[config.mk]
export PLATFORM = sky130hd
export DESIGN_NAME = rr_encoder_arbiter
export DESIGN_NICKNAME = d
export VERILOG_FILES = /design/src/rtl/arb_pkg.sv /design/src/rtl/rr_pick.sv /design/src/rtl/rr_encoder_arbiter.sv
export SDC_FILE = /design/constraint.sdc
export NUM_CORES = 1
export LEC_CHECK = 0
export ABC_AREA = 1
export BUFFER_PORTS_ARGS = -buffer_cell sky130_fd_sc_hd__buf_2
export CAP_MARGIN = 10
export CORE_AREA = 4 4 62 70
export DETAILED_ROUTE_END_ITERATION = 6
export DIE_AREA = 0 0 66 74
export PLACE_DENSITY = 0.68
export SLEW_MARGIN = 20
export SYNTH_ARGS = -nofsm -noshare
export SYNTH_HDL_FRONTEND = slang
export SYNTH_SLANG_ARGS = --single-unit
[constraint.sdc]
create_clock -name clk -period 3.6 [get_ports clk]
set_input_delay 0.18 -clock clk [delete_from_list [all_inputs] [get_ports clk]]
set_output_delay 0.18 -clock clk [all_outputs]
set_load 0.1 [all_outputs]
[src/rtl/arb_pkg.sv]
// Shared definitions for the round-robin grant encoder: sizes, FSM state type
// and the one-hot to binary index helper used by every encoder consumer.
package arb_pkg;

  localparam int N    = 8;
  localparam int IDXW = 3;

  typedef enum logic [0:0] {
    IDLE = 1'b0,
    BUSY = 1'b1
  } state_t;

  // OR-reduction encoder: exact for one-hot input, returns 0 for all-zero.
  function automatic logic [IDXW-1:0] onehot_to_idx(input logic [N-1:0] oh);
    logic [IDXW-1:0] idx;
    idx = '0;
    for (int i = 0; i < N; i++) begin
      if (oh[i]) idx = idx | IDXW'(i);
    end
    return idx;
  endfunction

endpackage

[src/rtl/rr_pick.sv]
// Combinational round-robin pick: first unmasked request at or after ptr,
// scanning upward and wrapping. Rotate, isolate lowest bit, encode, un-rotate.
module rr_pick
  import arb_pkg::*;
(
  input  logic [N-1:0]    req,
  input  logic [IDXW-1:0] ptr,
  input  logic [N-1:0]    mask,
  output logic [IDXW-1:0] win_idx,
  output logic            win_any
);

  logic [N-1:0]    eff;
  logic [2*N-1:0]  dbl;
  logic [N-1:0]    rot;
  logic [N-1:0]    low;
  logic [IDXW-1:0] rot_idx;

  always_comb begin
    eff = req & ~mask;
    // Rotating by ptr puts requester ptr at bit 0 of rot.
    dbl = {eff, eff};
    rot = dbl[{1'b0, ptr} +: N];
    low = rot & (~rot + N'(1));
    rot_idx = onehot_to_idx(low);
    win_idx = rot_idx + ptr;
    win_any = |eff;
  end

endmodule

[src/rtl/rr_encoder_arbiter.sv]
// Round-robin arbiter for 8 requesters with registered one-hot grant, encoded
// index, done/drop release, hold timeout and same-edge hand-off.
module rr_encoder_arbiter #(
  parameter int N        = arb_pkg::N,
  parameter int IDXW     = arb_pkg::IDXW,
  parameter int MAX_HOLD = 16
) (
  input  logic            clk,
  input  logic            rst,
  input  logic [N-1:0]    req,
  input  logic            done,
  output logic [N-1:0]    grant,
  output logic [IDXW-1:0] grant_idx,
  output logic            grant_valid,
  output logic            timeout
);

  import arb_pkg::*;

  localparam int HCW = (MAX_HOLD > 0) ? $clog2(MAX_HOLD + 1) : 1;

  state_t          state;
  logic [IDXW-1:0] ptr;
  logic [HCW-1:0]  hold_cnt;

  logic [IDXW-1:0] pick_ptr;
  logic [N-1:0]    pick_mask;
  logic [IDXW-1:0] win_idx;
  logic            win_any;
  logic [N-1:0]    win_oh;
  logic            limit_hit;
  logic            holder_drop;
  logic            release_now;

  // NOTE: every always_comb output gets a default first so no path leaves it
  // unassigned; otherwise synthesis infers a latch.
  always_comb begin
    pick_ptr    = ptr;
    pick_mask   = '0;
    limit_hit   = 1'b0;
    holder_drop = 1'b0;
    release_now = 1'b0;
    if (state == BUSY) begin
      // On release the new ptr is used in the same edge, holder masked out.
      pick_ptr    = grant_idx + IDXW'(1);
      pick_mask   = grant;
      limit_hit   = (MAX_HOLD != 0) && (hold_cnt == HCW'(MAX_HOLD));
      holder_drop = !req[grant_idx];
      release_now = done || holder_drop || limit_hit;
    end
  end

  rr_pick u_pick (
    .req     (req),
    .ptr     (pick_ptr),
    .mask    (pick_mask),
    .win_idx (win_idx),
    .win_any (win_any)
  );

  assign win_oh = N'(1) << win_idx;

  // NOTE: sequential state uses non-blocking assignments only, so every
  // register samples pre-edge values regardless of statement order.
  always_ff @(posedge clk or posedge rst) begin
    if (rst) begin
      state       <= IDLE;
      ptr         <= '0;
      hold_cnt    <= '0;
      grant       <= '0;
      grant_idx   <= '0;
      grant_valid <= 1'b0;
      timeout     <= 1'b0;
    end else begin
      timeout <= 1'b0;
      case (state)
        IDLE: begin
          if (win_any) begin
            grant       <= win_oh;
            grant_idx   <= win_idx;
            grant_valid <= 1'b1;
            hold_cnt    <= HCW'(1);
            state       <= BUSY;
          end
        end
        BUSY: begin
          if (release_now) begin
            ptr     <= grant_idx + IDXW'(1);
            timeout <= limit_hit && !done && !holder_drop;
            if (win_any) begin
              grant       <= win_oh;
              grant_idx   <= win_idx;
              grant_valid <= 1'b1;
              hold_cnt    <= HCW'(1);
            end else begin
              grant       <= '0;
              grant_idx   <= '0;
              grant_valid <= 1'b0;
              hold_cnt    <= '0;
              state       <= IDLE;
            end
          end else if (hold_cnt != '1) begin
            hold_cnt <= hold_cnt + HCW'(1);
          end
        end
        default: state <= IDLE;
      endcase
    end
  end

endmodule

; ---- Word-level counts from Yosys, hierarchy flattened
; Index checks and enable logic that the tools add are counted.
[word_totals]
out_inout_bits = 13
input_bits = 11
regBits = 22
[classes]
shifts = 2
mux = 35
magnitude_cmp = 1
addsub = 4
n_bitwise = 5
n_reduce_logical = 11
eq_ne = 5
[op_table]
columns = cell, count
row1 = 2-to-1 mux 8 bit, 4
row2 = 2-to-1 mux 3 bit, 8
row3 = AND 8 bit, 2
row4 = NOT 8 bit, 2
row5 = one-hot mux 8 bit (2 select lines), 1
row6 = indexed part select 16 x 4 -> 8 bit, 1
row7 = 2-to-1 mux 5 bit, 3
row8 = 2-to-1 mux 1 bit, 12
row9 = one-hot mux 5 bit (2 select lines), 1
row10 = adder 8 x 1 -> 8 bit (second input constant), 1
row11 = OR reduction 8 bit, 1
row12 = << shifter 1 x 3 -> 8 bit (first input constant), 1
row13 = one-hot mux 3 bit (2 select lines), 1
row14 = AND reduction 2 bit, 3
row15 = adder 5 x 1 -> 5 bit (second input constant), 1
row16 = == test 5 bit (second input constant), 1
row17 = inequality test 5 bit (second input constant), 1
row18 = less-than comparator 3 x 4 -> 1 bit (second input constant), 1
row19 = 2-to-1 mux 2 bit, 2
row20 = inequality test 2 x 1 -> 1 bit (second input constant), 2
row21 = one-hot mux 1 bit (2 select lines), 2
row22 = adder 3 x 1 -> 3 bit (second input constant), 1
row23 = adder 3 bit, 1
row24 = binary-select mux 1 bit (select 3 bit), 1
row25 = other kinds (5), 9

; ---- Logic depth before layout (Yosys ltp)
[depth]
ltp_word = 19
depth_mapped = 23
depth_no_buf = 22

; ---- Modules after synthesis
; Synthesis repeated with hierarchy kept, for this count alone.
[hier_totals]
hier_cells = 288
hier_area_um2 = 1965.6
[by_module_without_submodules]
columns = mod, cells_per_inst, seq_area_each_um2, n_inst, area_each_um2
row1 = rr_encoder_arbiter, 176, 550.5, 1, 1292.5
row2 = rr_pick, 112, 0.0, 1, 673.1

; ---- Worst setup path after synthesis
; Ideal clock, no wire load.
[synth_path]
path_type = register to register
start = reg grant_idx[0]
end = reg grant_idx[2]
synth_period_minus_slack_ns = 3.541
setup_time_ns = 0.128
setup_slack_ns = 0.059
path_buffers = 0
t_arrival_ns = 3.413
stages_incl_launch_ff = 22
cell_sequence = dfrtp_1 > ha_1 > inv_1 > nand2_1 > o21ai_4 > nand3_2 > nand2_1 > nand2_1 > nand2_1 > nand2_2 > nor2_4 > nand3_2 > nand3_1 > ha_1 > inv_1 > fa_1 > xnor2_1 > inv_1 > nand3_2 > nand2_4 > nand2_1 > o21ai_0
[synth_via]
elab_chain_len = 17
word_cells_on_any_way = 26
classes_between = add/sub (3) / eq/ne (1) / shift (1) / mux (15) / bitwise (2) / reduce/logical (4)
[synth_lines]
columns = item, line_no
row1 = from (decl), rr_encoder_arbiter.sv:13  ; output logic [IDXW-1:0] grant_idx,
row2 = from (signal assigned), rr_encoder_arbiter.sv:80  ; grant_idx <= win_idx;
row3 = from (signal assigned), rr_encoder_arbiter.sv:92  ; grant_idx <= win_idx;
row4 = adder 3 x 1 -> 3 bit, rr_encoder_arbiter.sv:45  ; pick_ptr = grant_idx + IDXW'(1);
row5 = 2-to-1 mux 3 bit, rr_encoder_arbiter.sv:43  ; if (state == BUSY) begin
row6 = indexed part select 16 x 4 -> 8 bit, rr_pick.sv:23  ; rot = dbl[{1'b0, ptr} +: N];
row7 = NOT 8 bit, rr_pick.sv:24  ; low = rot & (~rot + N'(1));
row8 = adder 8 x 1 -> 8 bit, rr_pick.sv:24
row9 = AND 8 bit, rr_pick.sv:24
row10 = 2-to-1 mux 1 bit, arb_pkg.sv:18  ; if (oh[i]) idx = idx | IDXW'(i);
row11 = 2-to-1 mux 2 bit (2 in a row), arb_pkg.sv:18
row12 = 2-to-1 mux 3 bit (4 in a row), arb_pkg.sv:18
row13 = adder 3 bit, rr_pick.sv:26  ; win_idx = rot_idx + ptr;
row14 = 2-to-1 mux 3 bit, rr_encoder_arbiter.sv:90  ; if (win_any) begin
row15 = 2-to-1 mux 3 bit, rr_encoder_arbiter.sv:87  ; if (release_now) begin
row16 = one-hot mux 3 bit (2 select lines), rr_encoder_arbiter.sv:76  ; case (state)
; Several ways; a longest one is shown, not always the timed one. The select of a mux whose other input is x is not followed.
; A chain may end at the register's enable or synchronous reset.

; ---- Worst setup path after layout
; Ends and elaborated chain as after synthesis.

==> key figures <==
Clock network
  – CTS Buf Count: 3
  – Reg clk slew, reported paths: 0.07 ns
  – Skew-Pair Late Insertion Delay: 0.26 ns
  – # clock sinks: 22
  – Cts hold-fix bufs: 0
  – CTS root buffer: clkbuf_8
  – CTS Buffer Depth: 2
  – # H-tree levels: 1
  – CTS tree: yes

Routing
  – Detailed Route WL: ~4300 µm
  – WL/cell: ~13 µm
  – DR vias/cell: a little over 5
  – Routed Antenna Nets: 0
  – Drt initial violations: between 200 and 250
  – Detailed-route DRC error count: 0
  – Initial DRT Pass Iterations: 4
  – Routed vias: 1755

Critical path
  – Reg2reg end: grant_idx[2]
  – Worst Reg-to-Reg Cells: 20
  – CP arrival: 3.38 ns
  – Worst setup path endpoint: grant_idx[2]
  – Setup CP Type: flip-flop to flip-flop
  – Crit path launch type: flip-flop
  – Crit Path Max Fanout: 9
  – Setup crit end kind: flip-flop
  – R2r setup slk: between 0.3 and 0.4 ns
  – R2r startpoint: grant_idx[0]
  – Worst Setup SP: grant_idx[0]
  – CP required: 3.75 ns

Timing
  – Fin crit share: between 80% and 90%
  – Final clock skew: 0.00177 ns
  – Max Freq: 310 MHz
  – Final min period: 3.23 ns
  – Worst slew pin tran: 0.855 ns
  – # setup viols final: 0
  – Relative slew margins: a little over two fifths
  – Max-slew violations: 0
  – Post-route setup TNS: 0 ns
  – Final Hold Fails: 0
  – RSZ-0062 raised after global routing: no

Worst hold path
  – Worst hold path class: input pin to async pin

Global routing
  – Initial antenna violation count: 0
  – Total grt overflow: 0
  – Pin count of the biggest net entering global routing: 23
  – First-pass GRT wire length: 7230 µm
  – Total track usage: 18.9%
  – Via count of the first global-routing pass: 1591

Floorplanning
  – I/O Pins: 24
  – Die width: between 60 and 70 µm
  – Die ar.: 4880 µm²
  – Initial core utilization: 48.7%
  – Die Ht: 74 µm
  – Num rows: 23
  – Core area: 3600 µm²

Synth
  – Post-Syn Nets: 282
  – Synth area leaders: dfrtp_1 (31%), nand2_1 (24%), nand3_1 (10%), inv_1 (6.0%), ha_1 (3.6%)
  – Yosys reg bits: 22
  – Share of the synthesized area in the top cell type: 31.4%
  – Synth area leader: dfrtp_1
  – Yosys cell types: 29
  – Syn avg cell area: 6.61 µm²
  – Synthesized instance count: 265
  – Netlist Area Pre-Place: 1750 µm²
  – Ys flop type: dfrtp_1
  – Ys async rst share: 100%
  – Sequential share of the synthesized area: between 30% and 40%
  – Synth Warn #: 0
  – EDFF count, synth: 0

Finish
  – Filler cells: 359
  – Nets: 307
  – Finished Layout Cells: 338
  – Share of cells above drive strength 1: between 10% and 20%
  – Layout area overhead: 10.8%
  – Fin area: 1940 µm²
  – Ant diodes: 0

Placement
  – Post-place instance area: 1900 µm²
  – Placer Congestion: around 0.93
  – Inst Count DP: 335
  – IO buf count: 23
  – Final HPWL DP: 3350 µm

Status
  – Status: completed

Job
  – Max Cap Viol: 0
-- cells by family after synthesis --
| kind of cell | Yosys count | synth area share, % |
|---|---|---|
| buffers and inverters | 32 | 8.14 |
| and+or+nand+nor | 175 | 44.0 |
| DFF | 22 | 31.4 |
| xor gates and xnor gates | 5 | 2.50 |
| AOI/OAI and AO/OA | 25 | 9.28 |
| adders and majority gates | 6 | 4.71 |
-- timing repair --
action / CTS / global route
setup buffers: 0 / 0
resized for setup: 0 / 1
endpoints found under the setup margin: 0 / 7
-- layout make-up --
type | count | area (µm²) | share of cell area [%]
sequential | 22 | 552 | 28.4
timing repair buffer | 23 | 115 | 5.93
multi-input combinational | 211 | 1060 | 54.6
inverter | 29 | 111 | 5.73
tap | 50 | 62.6 | 3.22
clock buffer | 3 | 41.3 | 2.13
-- cell usage after synthesis, types with 2 or more instances --
master	instances
nand2_1	111
nand3_1	36
inv_1	28
dfrtp_1	22
nor2_1	11
o21ai_0	11
ha_1	5
nand2_2	4
o22ai_1	4
nand3_2	3
nand4_1	3
o21ai_1	3
xor2_1	3
a21oi_1	2
nand2_4	2
nor3_1	2
o21ai_4	2
xnor2_1	2
-- through the flow --
stage	utilization [%]	setup slack, ns	hold slack [ns]
final	54.0	0.370	0.0803
after global routing	54.0	0.0844	0.153
after CTS	53.9	0.235	0.112
after global placement	52.8	0.284	0.386
after detailed placement	52.8	0.257	0.395
after floorplan	-	0.0589	0.169
-- cells in the final DEF, fill, tap and decap left out, types with 3 or more instances in the layout --
master / instances
buf_2: 23
nand3_1: 36
nor2_1: 11
clkbuf_8: 3
nand4_1: 3
nand3_2: 3
nand2_1: 111
dfrtp_1: 21
xor2_1: 3
inv_1: 28
ha_1: 5
nand2_2: 4
o21ai_0: 11
o21ai_1: 3
o22ai_1: 4
-- flip-flops by register name, summed over array words and instances (netlist names) --
name	flops
ptr	3
state	1
timeout	1
grant_valid	1
grant_idx	3
hold_cnt	5
grant	8
-- layer usage --
metal,global-route usage [%],part of all wire (%),routed length [µm]
met1,25.8,46,1950
met2,30.3,48,2060
met3,1.81,2.8,118
met4,9.48,3.0,126
met5,0,0,0
-- worst min-delay path by stage --
stage,start,to
after floorplan,rst,grant[0]
after global placement,rst,grant[0]
after detailed placement,rst,grant[0]
after CTS,rst,grant[0]
after global routing,rst,grant[0]
final,rst,grant[0]
-- worst max-delay path, stage by stage, from the launching register on --
cell and delay (ns):
dfrtp_1 0.46, ha_1 0.31, inv_1 0.06, o21ai_2 0.33
nand2_1 0.12, nand2_1 0.08, nand2_1 0.06, nand2_1 0.11
nand2_2 0.08, nor2_4 0.11, nand3_2 0.10, nand3_1 0.10
ha_1 0.15, inv_1 0.05, fa_1 0.37, xnor2_1 0.23
inv_1 0.08, nand3_2 0.10, nand2_4 0.08, nand2_1 0.07
o21ai_0 0.07
Power is not shown: default switching activity piles up to over one toggle a cycle in this logic, so the estimate is an artifact.
